### src/rtl/registry_pkg.sv
// rtl/registry_pkg.sv - shared FSM state type and sizing helpers for the register mailbox
// Purpose: state enum plus the opcode-bit and byte-count helper functions used by registry_mb.
// Ports: none (package).
package registry_pkg;

  typedef enum logic [2:0] {
    ST_IDLE,
    ST_WR_DATA,
    ST_COMMIT,
    ST_RD_LOAD,
    ST_RD_SEND,
    ST_RD_WAIT
  } state_t;

  // Number of stream bytes needed to carry one register value.
  function automatic int bytes_for(input int reg_width, input int byte_width);
    return (reg_width + byte_width - 1) / byte_width;
  endfunction

  // The opcode lives in the top bit of a command byte (0 = write, 1 = read).
  function automatic int op_bit(input int byte_width);
    return byte_width - 1;
  endfunction

  // Width of a counter that must be able to hold the value n.
  function automatic int cnt_width(input int n);
    return (n < 2) ? 1 : $clog2(n + 1);
  endfunction

endpackage

### src/rtl/hs_rx.sv
// rtl/hs_rx.sv - 4-phase inbound byte acceptor
// Purpose: accepts one byte per valid/ack 4-phase cycle and emits a one-cycle strobe with the
//          captured byte; i_en gates new acceptances so the consumer can stall the sender.
// Ports:
//   i_clk, i_rstb       clock, asynchronous active-low reset
//   i_en                consumer ready to take a new byte
//   i_data, i_valid     inbound byte and its valid
//   o_ack               4-phase acknowledge back to the sender
//   o_data, o_strobe    captured byte, pulsed for one cycle per accepted byte
module hs_rx #(
  parameter int C_WIDTH = 8
) (
  input  logic               i_clk,
  input  logic               i_rstb,
  input  logic               i_en,
  input  logic [C_WIDTH-1:0] i_data,
  input  logic               i_valid,
  output logic               o_ack,
  output logic [C_WIDTH-1:0] o_data,
  output logic               o_strobe
);

  logic               r_ack;
  logic [C_WIDTH-1:0] r_data;
  logic               r_strobe;

  always_ff @(posedge i_clk or negedge i_rstb) begin
    if (!i_rstb) begin
      r_ack    <= 1'b0;
      r_data   <= '0;
      r_strobe <= 1'b0;
    end else begin
      r_strobe <= 1'b0;
      if (!r_ack) begin
        // A byte is taken only while ack is low, so a held valid cannot be accepted twice.
        if (i_valid && i_en) begin
          r_ack    <= 1'b1;
          r_data   <= i_data;
          r_strobe <= 1'b1;
        end
      end else if (!i_valid) begin
        r_ack <= 1'b0;
      end
    end
  end

  assign o_ack    = r_ack;
  assign o_data   = r_data;
  assign o_strobe = r_strobe;

endmodule

### src/rtl/registry_mb.sv
// rtl/registry_mb.sv - byte-stream register mailbox with write commit and readback
// Purpose: decodes command bytes from a 4-phase byte stream; writes collect a little-endian
//          payload into a shadow and commit it atomically, reads stream a register back.
// Ports:
//   rstb, clk            asynchronous active-low reset, clock
//   data, valid, ack     inbound command/payload byte stream (4-phase)
//   tx_data, tx_valid,   readback byte stream; tx_valid held until tx_ack
//   tx_ack
//   register             packed register contents, register i at [i*W +: W]
//   update               one-cycle commit strobe per register
//   error                one-cycle pulse on write payload timeout
module registry_mb
  import registry_pkg::*;
#(
  parameter int C_UART_DATA_WIDTH = 8,
  parameter int C_REG_COUNT       = 16,
  parameter int C_REG_WIDTH       = 16,
  parameter int C_TIMEOUT         = 100000
) (
  input  logic                               rstb,
  input  logic                               clk,
  input  logic [C_UART_DATA_WIDTH-1:0]       data,
  input  logic                               valid,
  output logic                               ack,
  output logic [C_UART_DATA_WIDTH-1:0]       tx_data,
  output logic                               tx_valid,
  input  logic                               tx_ack,
  output logic [C_REG_COUNT*C_REG_WIDTH-1:0] register,
  output logic [C_REG_COUNT-1:0]             update,
  output logic                               error
);

  localparam int C_ADDR_WIDTH = $clog2(C_REG_COUNT);
  localparam int C_BYTES      = bytes_for(C_REG_WIDTH, C_UART_DATA_WIDTH);
  localparam int C_SH_WIDTH   = C_BYTES * C_UART_DATA_WIDTH;
  localparam int C_BCNT_WIDTH = cnt_width(C_BYTES);
  localparam int C_TCNT_WIDTH = cnt_width(C_TIMEOUT);
  localparam int C_OP_BIT     = op_bit(C_UART_DATA_WIDTH);

  state_t                             r_state;
  logic [C_ADDR_WIDTH-1:0]            r_addr;
  logic [C_BCNT_WIDTH-1:0]            r_byte;
  logic [C_TCNT_WIDTH-1:0]            r_tmo;
  logic [C_REG_WIDTH-1:0]             r_shadow;
  logic [C_SH_WIDTH-1:0]              r_rd;
  logic [C_REG_COUNT*C_REG_WIDTH-1:0] r_regs;
  logic [C_REG_COUNT-1:0]             r_update;
  logic                               r_error;
  logic [C_UART_DATA_WIDTH-1:0]       r_tx_data;
  logic                               r_tx_valid;

  logic [C_UART_DATA_WIDTH-1:0]       w_rx_data;
  logic                               w_rx_strobe;
  logic                               w_rx_en;
  logic [C_SH_WIDTH-1:0]              w_sel;

  // Bytes are only taken while a command or payload can be consumed; a pending strobe
  // also blocks so the FSM never sees two bytes in one cycle.
  assign w_rx_en = ((r_state == ST_IDLE) || (r_state == ST_WR_DATA)) && !w_rx_strobe;

  hs_rx #(
    .C_WIDTH (C_UART_DATA_WIDTH)
  ) u_hs_rx (
    .i_clk    (clk),
    .i_rstb   (rstb),
    .i_en     (w_rx_en),
    .i_data   (data),
    .i_valid  (valid),
    .o_ack    (ack),
    .o_data   (w_rx_data),
    .o_strobe (w_rx_strobe)
  );

  // Addressed register, zero-extended to whole bytes; no match (out of range) reads as zero.
  always_comb begin
    w_sel = '0;
    for (int i = 0; i < C_REG_COUNT; i++) begin
      if (r_addr == C_ADDR_WIDTH'(i)) begin
        w_sel[C_REG_WIDTH-1:0] = r_regs[i*C_REG_WIDTH +: C_REG_WIDTH];
      end
    end
  end

  always_ff @(posedge clk or negedge rstb) begin
    if (!rstb) begin
      r_state    <= ST_IDLE;
      r_addr     <= '0;
      r_byte     <= '0;
      r_tmo      <= '0;
      r_shadow   <= '0;
      r_rd       <= '0;
      r_regs     <= '0;
      r_update   <= '0;
      r_error    <= 1'b0;
      r_tx_data  <= '0;
      r_tx_valid <= 1'b0;
    end else begin
      r_update <= '0;
      r_error  <= 1'b0;
      case (r_state)
        ST_IDLE: begin
          r_tmo <= '0;
          if (w_rx_strobe) begin
            r_addr  <= w_rx_data[C_ADDR_WIDTH-1:0];
            r_byte  <= '0;
            r_state <= w_rx_data[C_OP_BIT] ? ST_RD_LOAD : ST_WR_DATA;
          end
        end
        ST_WR_DATA: begin
          if (w_rx_strobe) begin
            r_tmo <= '0;
            // Bits beyond the register width in the last byte are dropped here.
            for (int b = 0; b < C_REG_WIDTH; b++) begin
              if (int'(r_byte) == b / C_UART_DATA_WIDTH) begin
                r_shadow[b] <= w_rx_data[b % C_UART_DATA_WIDTH];
              end
            end
            if (r_byte == C_BCNT_WIDTH'(C_BYTES - 1)) begin
              r_state <= ST_COMMIT;
            end else begin
              r_byte <= r_byte + 1'b1;
            end
          end else if (r_tmo == C_TCNT_WIDTH'(C_TIMEOUT)) begin
            r_tmo    <= '0;
            r_shadow <= '0;
            r_error  <= 1'b1;
            r_state  <= ST_IDLE;
          end else begin
            r_tmo <= r_tmo + 1'b1;
          end
        end
        ST_COMMIT: begin
          for (int i = 0; i < C_REG_COUNT; i++) begin
            if (r_addr == C_ADDR_WIDTH'(i)) begin
              r_regs[i*C_REG_WIDTH +: C_REG_WIDTH] <= r_shadow;
              r_update[i]                           <= 1'b1;
            end
          end
          r_state <= ST_IDLE;
        end
        ST_RD_LOAD: begin
          // Snapshot is kept as a shift register so each send takes the low byte.
          r_tx_data  <= w_sel[C_UART_DATA_WIDTH-1:0];
          r_rd       <= w_sel >> C_UART_DATA_WIDTH;
          r_tx_valid <= 1'b1;
          r_byte     <= '0;
          r_state    <= ST_RD_SEND;
        end
        ST_RD_SEND: begin
          if (tx_ack) begin
            r_tx_valid <= 1'b0;
            r_byte     <= r_byte + 1'b1;
            r_state    <= ST_RD_WAIT;
          end
        end
        ST_RD_WAIT: begin
          if (!tx_ack) begin
            if (r_byte == C_BCNT_WIDTH'(C_BYTES)) begin
              r_tx_data <= '0;
              r_state   <= ST_IDLE;
            end else begin
              r_tx_data  <= r_rd[C_UART_DATA_WIDTH-1:0];
              r_rd       <= r_rd >> C_UART_DATA_WIDTH;
              r_tx_valid <= 1'b1;
              r_state    <= ST_RD_SEND;
            end
          end
        end
        default: r_state <= ST_IDLE;
      endcase
    end
  end

  assign register = r_regs;
  assign update   = r_update;
  assign error    = r_error;
  assign tx_data  = r_tx_data;
  assign tx_valid = r_tx_valid;

endmodule
### config.mk
export PLATFORM = sky130hd
export DESIGN_NAME = registry_mb
export DESIGN_NICKNAME = d
export VERILOG_FILES = /design/src/rtl/registry_pkg.sv /design/src/rtl/hs_rx.sv /design/src/rtl/registry_mb.sv
export SDC_FILE = /design/constraint.sdc
export NUM_CORES = 1
export LEC_CHECK = 0
export CORE_MARGIN = 3
export CORE_UTILIZATION = 40
export CTS_CLUSTER_DIAMETER = 40
export DETAILED_ROUTE_END_ITERATION = 6
export GPL_ROUTABILITY_DRIVEN = 0
export PLACE_DENSITY = 0.74
export SETUP_SLACK_MARGIN = 0.02
export SYNTH_ARGS = -nofsm -noshare
export SYNTH_HDL_FRONTEND = slang
export SYNTH_HIERARCHICAL = 1
export SYNTH_SLANG_ARGS = --single-unit
### constraint.sdc
create_clock -name clk -period 2.3 [get_ports clk]
set_input_delay 0.345 -clock clk [delete_from_list [all_inputs] [get_ports clk]]
set_output_delay 0.345 -clock clk [all_outputs]
set_load 0.1 [all_outputs]
Word level (Yosys, flattened, before mapping)

Index checks and enable logic that the tools add are counted.

Register bits: 350
Bits of input ports: 12
Output and inout port bits: 283
Word-level logic and storage cells: 189

$add $sub $neg: 2
Equality and inequality tests: 34
Muxes and demuxes: 85
Bitwise operators: 1
Reduce and logical (&&, ||, !) cells: 37

Operators with widths:

| cell                                                            | number |
|---|---|
| 16-bit 2-to-1 mux                                               | 21 |
| 1-bit 2-to-1 mux                                                | 42 |
| 2-bit AND reduction                                             | 19 |
| 17-bit 2-to-1 mux                                               | 2 |
| 17-bit one-hot mux with 2 select lines                          | 1 |
| 4-bit == test, second input constant                            | 8 |
| 16-bit one-hot mux with 2 select lines                          | 1 |
| 3-bit 2-to-1 mux                                                | 7 |
| 17-bit by 1-bit adder with 17-bit output, second input constant | 1 |
| 17-bit == test, second input constant                           | 1 |
| 4-bit by 3-bit == test with 1-bit output, second input constant | 4 |
| 8-bit 2-to-1 mux                                                | 2 |
| 8-bit one-hot mux with 2 select lines                           | 1 |
| 3-bit one-hot mux with 5 select lines                           | 1 |
| 2-bit != test, second input constant                            | 6 |
| 2-bit 2-to-1 mux                                                | 5 |
| 5-bit AND reduction                                             | 2 |
| 3-bit AND reduction                                             | 3 |
| 4-bit by 2-bit == test with 1-bit output, second input constant | 2 |
| 2-bit one-hot mux with 4 select lines                           | 1 |
| 3-bit by 2-bit == test with 1-bit output, second input constant | 2 |
| 3-bit == test, second input constant                            | 2 |
| 2-bit nonzero test                                              | 3 |
| 2-bit == test, second input constant                            | 2 |
| other kinds (18)                                                | 20 |

Depth between registers and ports, before layout

Gate-level depths: netlist of run 1.

Depth in word-level cells: 18
Mapped depth: 8
Mapped depth without buffers: 7

Cells and area by module

Netlist of run 1, hierarchy kept.

By module, submodules not included:

| module      | times used | cells each | area each (um^2) | seq. area each (um^2) |
|---|---|---|---|---|
| registry_mb | 1          | 1249       | 15462.3          | 8308.0 |
| hs_rx       | 1          | 21         | 371.6            | 250.2 |

Least setup slack after synthesis of run 1

No wires, ideal clock.

Path type: reg2reg
Start: register r_regs[59], in the netlist register[59]
End: register r_rd[3]
Library setup time: 90 ps
Arrival time: 2106 ps
Required time: 2210 ps
Path slack: 104 ps
Cell stages (with the launch flop): 6
Buffers on the path: 0
Clock period less this slack: 2196 ps
Cell sequence: dfrtp_1 -> mux2i_1 -> mux4_2 -> a2111oi_0 -> nor3_1 -> o221ai_1

Longest elaborated chain between the ends: 14

RTL lines:

| element                                | RTL line           | source |
|---|---|---|
| start: declaration                     | registry_mb.sv:46  | `logic [C_REG_COUNT*C_REG_WIDTH-1:0] r_regs;` |
| start signal: indexed assignment       | registry_mb.sv:135 | `r_regs[i*C_REG_WIDTH +: C_REG_WIDTH] <= r_shadow;` |
| 16-bit 2-to-1 mux (13 in a row)        | registry_mb.sv:78  | `if (r_addr == C_ADDR_WIDTH'(i)) begin` |
| 16-bit one-hot mux with 2 select lines | registry_mb.sv:100 | `case (r_state)` |
| end signal: assignment                 | registry_mb.sv:144 | `r_rd <= w_sel >> C_UART_DATA_WIDTH;` |
| end signal: assignment                 | registry_mb.sv:163 | `r_rd <= r_rd >> C_UART_DATA_WIDTH;` |
| end: declaration                       | registry_mb.sv:45  | `logic [C_SH_WIDTH-1:0] r_rd;` |

Every way passes these cells.
A chain may end at the register's enable or synchronous reset.

Final worst setup path of run 1

Start: register r_tmo[6]
End: register r_shadow[5]

Longest elaborated chain between the ends: 3

RTL lines:

| element                              | RTL line           | source |
|---|---|---|
| start: declaration                   | registry_mb.sv:43  | `logic [C_TCNT_WIDTH-1:0] r_tmo;` |
| start signal: assignment             | registry_mb.sv:129 | `r_tmo <= r_tmo + 1'b1;` |
| 17-bit == test                       | registry_mb.sv:123 | `end else if (r_tmo == C_TCNT_WIDTH'(C_TIMEOUT)) begin` |
| 2-bit nonzero test (no source line)  | -                  |  |
| 3-bit AND reduction (no source line) | -                  |  |
| end signal: indexed assignment       | registry_mb.sv:115 | `r_shadow[b] <= w_rx_data[b % C_UART_DATA_WIDTH];` |
| end: declaration                     | registry_mb.sv:44  | `logic [C_REG_WIDTH-1:0] r_shadow;` |

Every way passes these cells.

==> flow_summary.yaml, run 1 <==
final_layout:
  area_growth_pct: 31.9
  nNetsFinal: 1634
  stdcell_count: 2175
  drive_gt1_share_pct: 48.0
  final_util_pct: 53.7
  post-route-cell-area_um2: 20900
setup_path:
  max_stage_delay_ps: 560
  start_kind: "flip-flop"
  regToRegEndpoint: "r_shadow[5]"
  rr_startpoint: "r_tmo[6]"
  critPathMaxFanout: 8
  path_cells: "or4b_4 > nor4_4 > nand2b_4 > a21oi_4 > mux2_2"
  rr_worst_depth: 5
  crit_type: "reg2reg"
  cp.arrival_ps: 2710
  crit_path_start: "r_tmo[6]"
  cpMaxStageDelayCell: "or4b_4"
  worst_setup_path_end_kind: "flip-flop"
  ff2ff_setup_slack_ps: 30
  worstPathRequired_ps: 2750
routing:
  final_antenna_net_count: 0
  routedWlPerCell_um: 25.6
  drt_iter0_markers: 1144
  firstDrtPassIters: 7
  routed_wl_um: 55800
  vias_per_cell: 5.79
  vias: 12585
  drcViolationCount: 0
floorplan:
  start_util_pct: 40.7
  ios: 295
  core_um2: 38900
  fp.dieH_um: 205
  fp-row-count: 72
  fp.dieW_um: 205
  dieArea_um2: 42000
logic_synthesis:
  synthTopCellsByArea: "dfrtp_1, mux2_2, mux4_2"
  syn_area_um2: 15800
  ys_ff_latch: 342
  synth_nets: 1287
  async_reset_ff_share_pct: 100
  syn_area_per_cell_um2: 12.5
  synthFlopType: "dfrtp_1"
  ys_seq_area_share_pct: 54.0
  synth-edff-count: 0
  ys_warn_count: 6
  synth_top_area_share_pct: 54.0
  synthCells: 1270
  yosysMostFrequentCell: "dfrtp_1"
  ys_top_cells_by_count: "dfrtp_1, mux2_2, nand2_1, nor2_1, o21ai_0"
  synth_area_leader_cell: "dfrtp_1"
  ys_types: 70
global_route:
  grt_pass1_wl_um: 81400
  gr-total-overflow: 0
  grt_util_all_layers_pct: 26.0
  grt.met2_usage_pct: 40.2
  use_met1_pct: 34.4
  grt_pass1_vias: 12651
  grt_use_met3_pct: 8.17
  busiest_layer: "met2"
  antenna_found_initial: 1
  grt_start_max_net_pins: 68
timing:
  setup_viol: 0
  hold_viol: 0
  min_period_ps: 2270
  max_slew_margin_pct: 41.1
  finClkSkew_ps: 22.6
  worstMarginPinSlew_ps: 878
  tns_ps: 0
  rsz0062_at_grt: "yes"
  max_freq_mhz: 441
  slew_viol_final: 0
  fin_crit_sh_pct: 98.5
place:
  post-place-cells: 2071
  io_buffers: 294
  placed_area_um2: 19100
  hpwl_um: 40300
pwr:
  swShare_pct: 36.9
  p_clk_share_pct: 36.9
  combPwrFrac_pct: 27.2
  p_sw_mw: 7.49
  seqPwrFrac_pct: 35.9
  p_int_mw: 12.8
  p_per_area_nw_per_um2: 970
  p_total_mw: 20.3
  ir_drop_uv: 520
  p_leak_nw: 10.5
clock_tree:
  path_clk_slew_ps: 60
  cts_tree: "yes"
  cts_inserted_buffers: 49
  root_buffer: "clkbuf_16"
  h-tree-depth: 2
  cts.sinks: 342
  cts.path.max_buffers: 3
  worstSkewPairLatency_ps: 580
job:
  cap_violations: 0
hold_path:
  hp-class: "in2async"
status:
  outcome: "finished, final reports clean"
registers in the layout, summed over array words and instances, names as in the netlist:
register and cells:
tx_valid 1, tx_data 8, r_byte 2, r_addr 4, update 16, r_state 3, r_rd 8, r_tmo 17
u_hs_rx/o_strobe 1, r_shadow 16, u_hs_rx/o_data 8, u_hs_rx/o_ack 1, register 256, error 1
area by class of cell:
type                       instances  area [um^2]
sequential                       342         8570
clock buffer                      56         1290
timing repair buffer             382         3100
tap                              518          648
inverter                          34          128
clock inverter                    34          345
antenna                            1         2.50
fill                            3275        18000
multi-input combinational        808         6810
kinds of logic (layout without fill, tap and decap cells):
kind of cell	after synthesis	in the layout	synth area share (%)
AOI/OAI and AO/OA	206	206	8.66
xor gates and xnor gates	14	14	0.774
adders and majority gates	5	5	0.395
buffers and inverters	120	506	3.07
DFF	342	342	54.0
muxes	341	341	25.3
other	0	1	0
and+or+nand+nor	242	242	7.78
power groups by stage:
stage | Combinational (mW) | Clock [mW] | Sequential (mW)
2_1_floorplan | 2.93 | 0 | 7.43
3_3_place_gp | 5.04 | 0 | 7.45
3_5_place_dp | 5.10 | 0 | 7.47
4_1_cts | 5.12 | 7.57 | 7.37
5_1_grt | 5.79 | 7.85 | 7.33
6_report | 5.51 | 7.48 | 7.28
metal layers:
metal  wire length [um]  share of wire [%]  vias to the layer above
li1                   -                  -                     5319
met3               6110                 11                      139
met2              25600                 46                      725
met1              22000                 39                     6402
met5                  0                  0                        -
met4               2140                3.8                        0
critical path: cells and delay by family (launching register included):
| family | cells | cell delay, ps |
|---|---|---|
| mux | 1 | 380 |
| flops | 1 | 410 |
| compound gates | 1 | 310 |
| simple gates | 3 | 1050 |
metrics by stage:
| step | setup WS, ps | hold slack (ps) |
|---|---|---|
| final | 34.4 | 313 |
| after global routing | -27.8 | 336 |
| after CTS | 44.8 | 310 |
| after detailed placement | 19.2 | 329 |
| after global placement | 68.4 | 309 |
| after floorplan | 104 | 49.4 |
layout by cell type, fill, tap and decap left out, drive strengths merged, types with 6 or more instances in the layout:
cell type | synthesis | routed
buf | 39 | 371
mux2i | 34 | 34
o221ai | 11 | 11
xnor2 | 8 | 8
nor3 | 10 | 10
a21oi | 46 | 46
mux4 | 18 | 18
xor2 | 6 | 6
nand4 | 8 | 8
nand2b | 13 | 13
inv | 33 | 44
a31oi | 9 | 9
and2 | 10 | 10
a22oi | 13 | 13
dfrtp | 342 | 342
o21ai | 51 | 51
nor2 | 61 | 61
mux2 | 289 | 289
clkdlybuf4s50 | 0 | 10
nand2 | 82 | 82
nand3 | 17 | 17
o22ai | 10 | 10
a32oi | 6 | 6
clkbuf | 47 | 56
clkinv | 1 | 16
nor2b | 16 | 16
worst max path at each step:
stage              endpoint  slack (ps)  cells after the start
2_1_floorplan       r_rd[3]         100                      5
3_3_place_gp    r_shadow[2]          70                      5
3_5_place_dp   r_shadow[14]          20                      5
4_1_cts        r_shadow[13]          40                      5
5_1_grt         r_shadow[5]         -30                      5
6_report        r_shadow[5]          30                      5
what timing repair did:
item	in CTS	in global routing
endpoints found under the setup margin	4	78
pin swaps	2	3
hold buffers	1	0
cloned	0	0
setup buffers	1	11
endpoints found under the hold margin	52	0
gates resized for setup	0	7
Power figures use the tool's default switching activity.
==> inputs of run 2 (changes only) <==
- CORE_UTILIZATION: 40 -> 48
- PLACE_DENSITY: 0.74 -> 0.85
==> run 2 against run 1 <==
The run now ends with negative setup slack left; combinational power fell by 1%; fmax decreased by 3.5%; global-route usage up 3.5 points; utilization is 11 points higher; worst setup slack worse by 83 ps; final area shrank 1.3%; register-to-register slack lost 80 ps; via count up 2.3%; critical path depth increased by 2; critical path type unchanged; critical endpoint unchanged; largest power group is now sequential cells.
==> flow_summary.yaml, run 2 (synthesized netlist as in run 1, its figures left out) <==
setup_path:
  worstPathRequired_ps: 2730
  start_kind: "flip-flop"
  crit_path_start: "r_tmo[6]"
  worst_setup_path_end_kind: "flip-flop"
  ff2ff_setup_slack_ps: -50
  max_stage_delay_ps: 570
  rr_worst_depth: 7
  cpMaxStageDelayCell: "or4b_4"
  rr_startpoint: "r_tmo[6]"
  regToRegEndpoint: "r_shadow[5]"
  critPathMaxFanout: 4
  cpLargestDelayFamily: "simple AND/OR/NAND/NOR gates"
  crit_type: "reg2reg"
  cp.depth: 7
  path_buf_inv: 2
  path_cells: "or4b_4 > nor4_4 > buf_4 > nand2b_4 > a21oi_4 > buf_6 > mux2_4"
  cp.arrival_ps: 2770
  endpoint: "r_shadow[5]"
timing:
  fin_crit_sh_pct: 102
  finClkSkew_ps: 21.7
  max_slew_margin_pct: 35.1
  min_period_ps: 2350
  final.setup.worst_slack_ps: -48.4
  max_freq_mhz: 426
  worstMarginPinSlew_ps: 967
  hold_viol: 0
  setup_viol: 7
  slew_viol_final: 0
  rsz0062_at_grt: "yes"
global_route:
  grt_util_all_layers_pct: 29.5
  grt_pass1_wl_um: 80100
  gr-total-overflow: 0
  grt_start_max_net_pins: 71
  antenna_found_initial: 1
  grt_pass1_vias: 12897
final_layout:
  multiInputGateArea_um2: 6860
  nNetsFinal: 1625
  post-route-cell-area_um2: 20600
  largest_register_ffs: 256
  area_growth_pct: 30.1
  drive_gt1_share_pct: 47.7
  final_common_cell: "buf_4"
  seq_area_um2: 8570
  most-common-layout-cells: "buf_4, dfrtp_1, mux2_2, nand2_1, nor2_1"
  n_fill_cell: 2387
routing:
  firstDrtPassIters: 6
  routed_wl_um: 54000
  vias: 12870
  routedWlPerCell_um: 26.0
  vias_per_cell: 6.19
  drt_iter0_markers: 1544
  final_antenna_net_count: 0
  drcViolationCount: 0
place:
  placed_area_um2: 18900
  hpwl_um: 37700
  dp_slack_ps: -149
  io_buffers: 294
clock_tree:
  cts.path.max_buffers: 3
  cts_inserted_buffers: 44
  cts.sinks: 342
  path_clk_slew_ps: 60
  root_buffer: "clkbuf_16"
  worstSkewPairLatency_ps: 550
  h-tree-depth: 2
  cts_tree: "yes"
floorplan:
  ios: 295
  start_util_pct: 49.4
  fp.dieW_um: 188
  fp-row-count: 65
  core_um2: 32000
  dieArea_um2: 35200
  fp.dieH_um: 188
hold_path:
  hp-class: "in2async"
pwr:
  ir_drop_uv: 580
  p_per_area_nw_per_um2: 956
  p_leak_nw: 10.4
  p_total_mw: 19.7
job:
  cap_violations: 0
status:
  failed_checks: "negative setup slack"
  outcome: "complete, but fails checks"
==> run 2: changes by cell type in the layout (fill, tap and decap cells not counted), moves of 3 or more <==
| cell | previous run | this run |
|---|---|---|
| buf_6 | 0 | 4 |
| buf_12 | 15 | 10 |
| clkbuf_16 | 49 | 45 |
| clkinv_4 | 6 | 3 |
| mux2_2 | 284 | 277 |
| mux2_4 | 3 | 10 |
==> run 2: final cells by class <==
type / instances / share of cell area, %
clock inverter: 29 / 1.43
multi-input combinational: 808 / 33.3
antenna: 1 / 0.0121
inverter: 34 / 0.625
sequential: 342 / 41.6
clock buffer: 52 / 5.83
tap: 435 / 2.64
timing repair buffer: 378 / 14.6
==> run 2: what timing repair did <==
action / 4_1_cts / 5_1_grt
pin swaps: 1 / 3
resized for setup: 1 / 21
gates cloned: 0 / 0
buffers inserted: 7 / 9
hold buffers: 1 / 0
endpoints found under the setup margin: 23 / 90
hold endpoints to repair: 37 / 0
==> run 2: per-stage QoR <==
step / util, % / TNS, ps / hold slack (ps) / cells
after global placement: 58.9 / -173 / 284 / 1980
after global routing: 64.3 / -1420 / 334 / 2079
after CTS: 63.8 / 0 / 316 / 2069
after detailed placement: 58.9 / -666 / 291 / 1980
after floorplan: - / 0 / 49.4 / 1270
final: 64.3 / -313 / 308 / 2079
==> run 2: worst min path at each step <==
stage,startpoint,end,slack [ps],cells after the start
after floorplan,rstb,error,50,0
after global placement,rstb,register[1],280,1
after detailed placement,rstb,register[1],290,1
after CTS,rstb,register[195],320,2
after global routing,rstb,register[1],330,2
final,rstb,register[1],310,2
==> run 2: worst register-to-register path, cell delays in order, from the launching register on <==
cell	delay, ps
dfrtp_1	410
or4b_4	570
nor4_4	250
buf_4	170
nand2b_4	100
a21oi_4	270
buf_6	160
mux2_4	290
==> run 2: power by group <==
part           leakage, nW  switching (mW)  total, mW  internal, mW
Clock                0.723            2.79       6.93          4.14
Combinational         4.96            3.59       5.45          1.86
Sequential            4.72           0.927       7.32          6.39
==> run 2: layer usage <==
layer  vias to the layer above  global-route usage (%)  routed length [um]
li1                       5277                       -                   -
met1                      6442                    38.6               20200
met2                       934                    46.3               24500
met3                       213                    8.97                6480
met4                         4                    11.0                2610
met5                         -                    2.88                 127
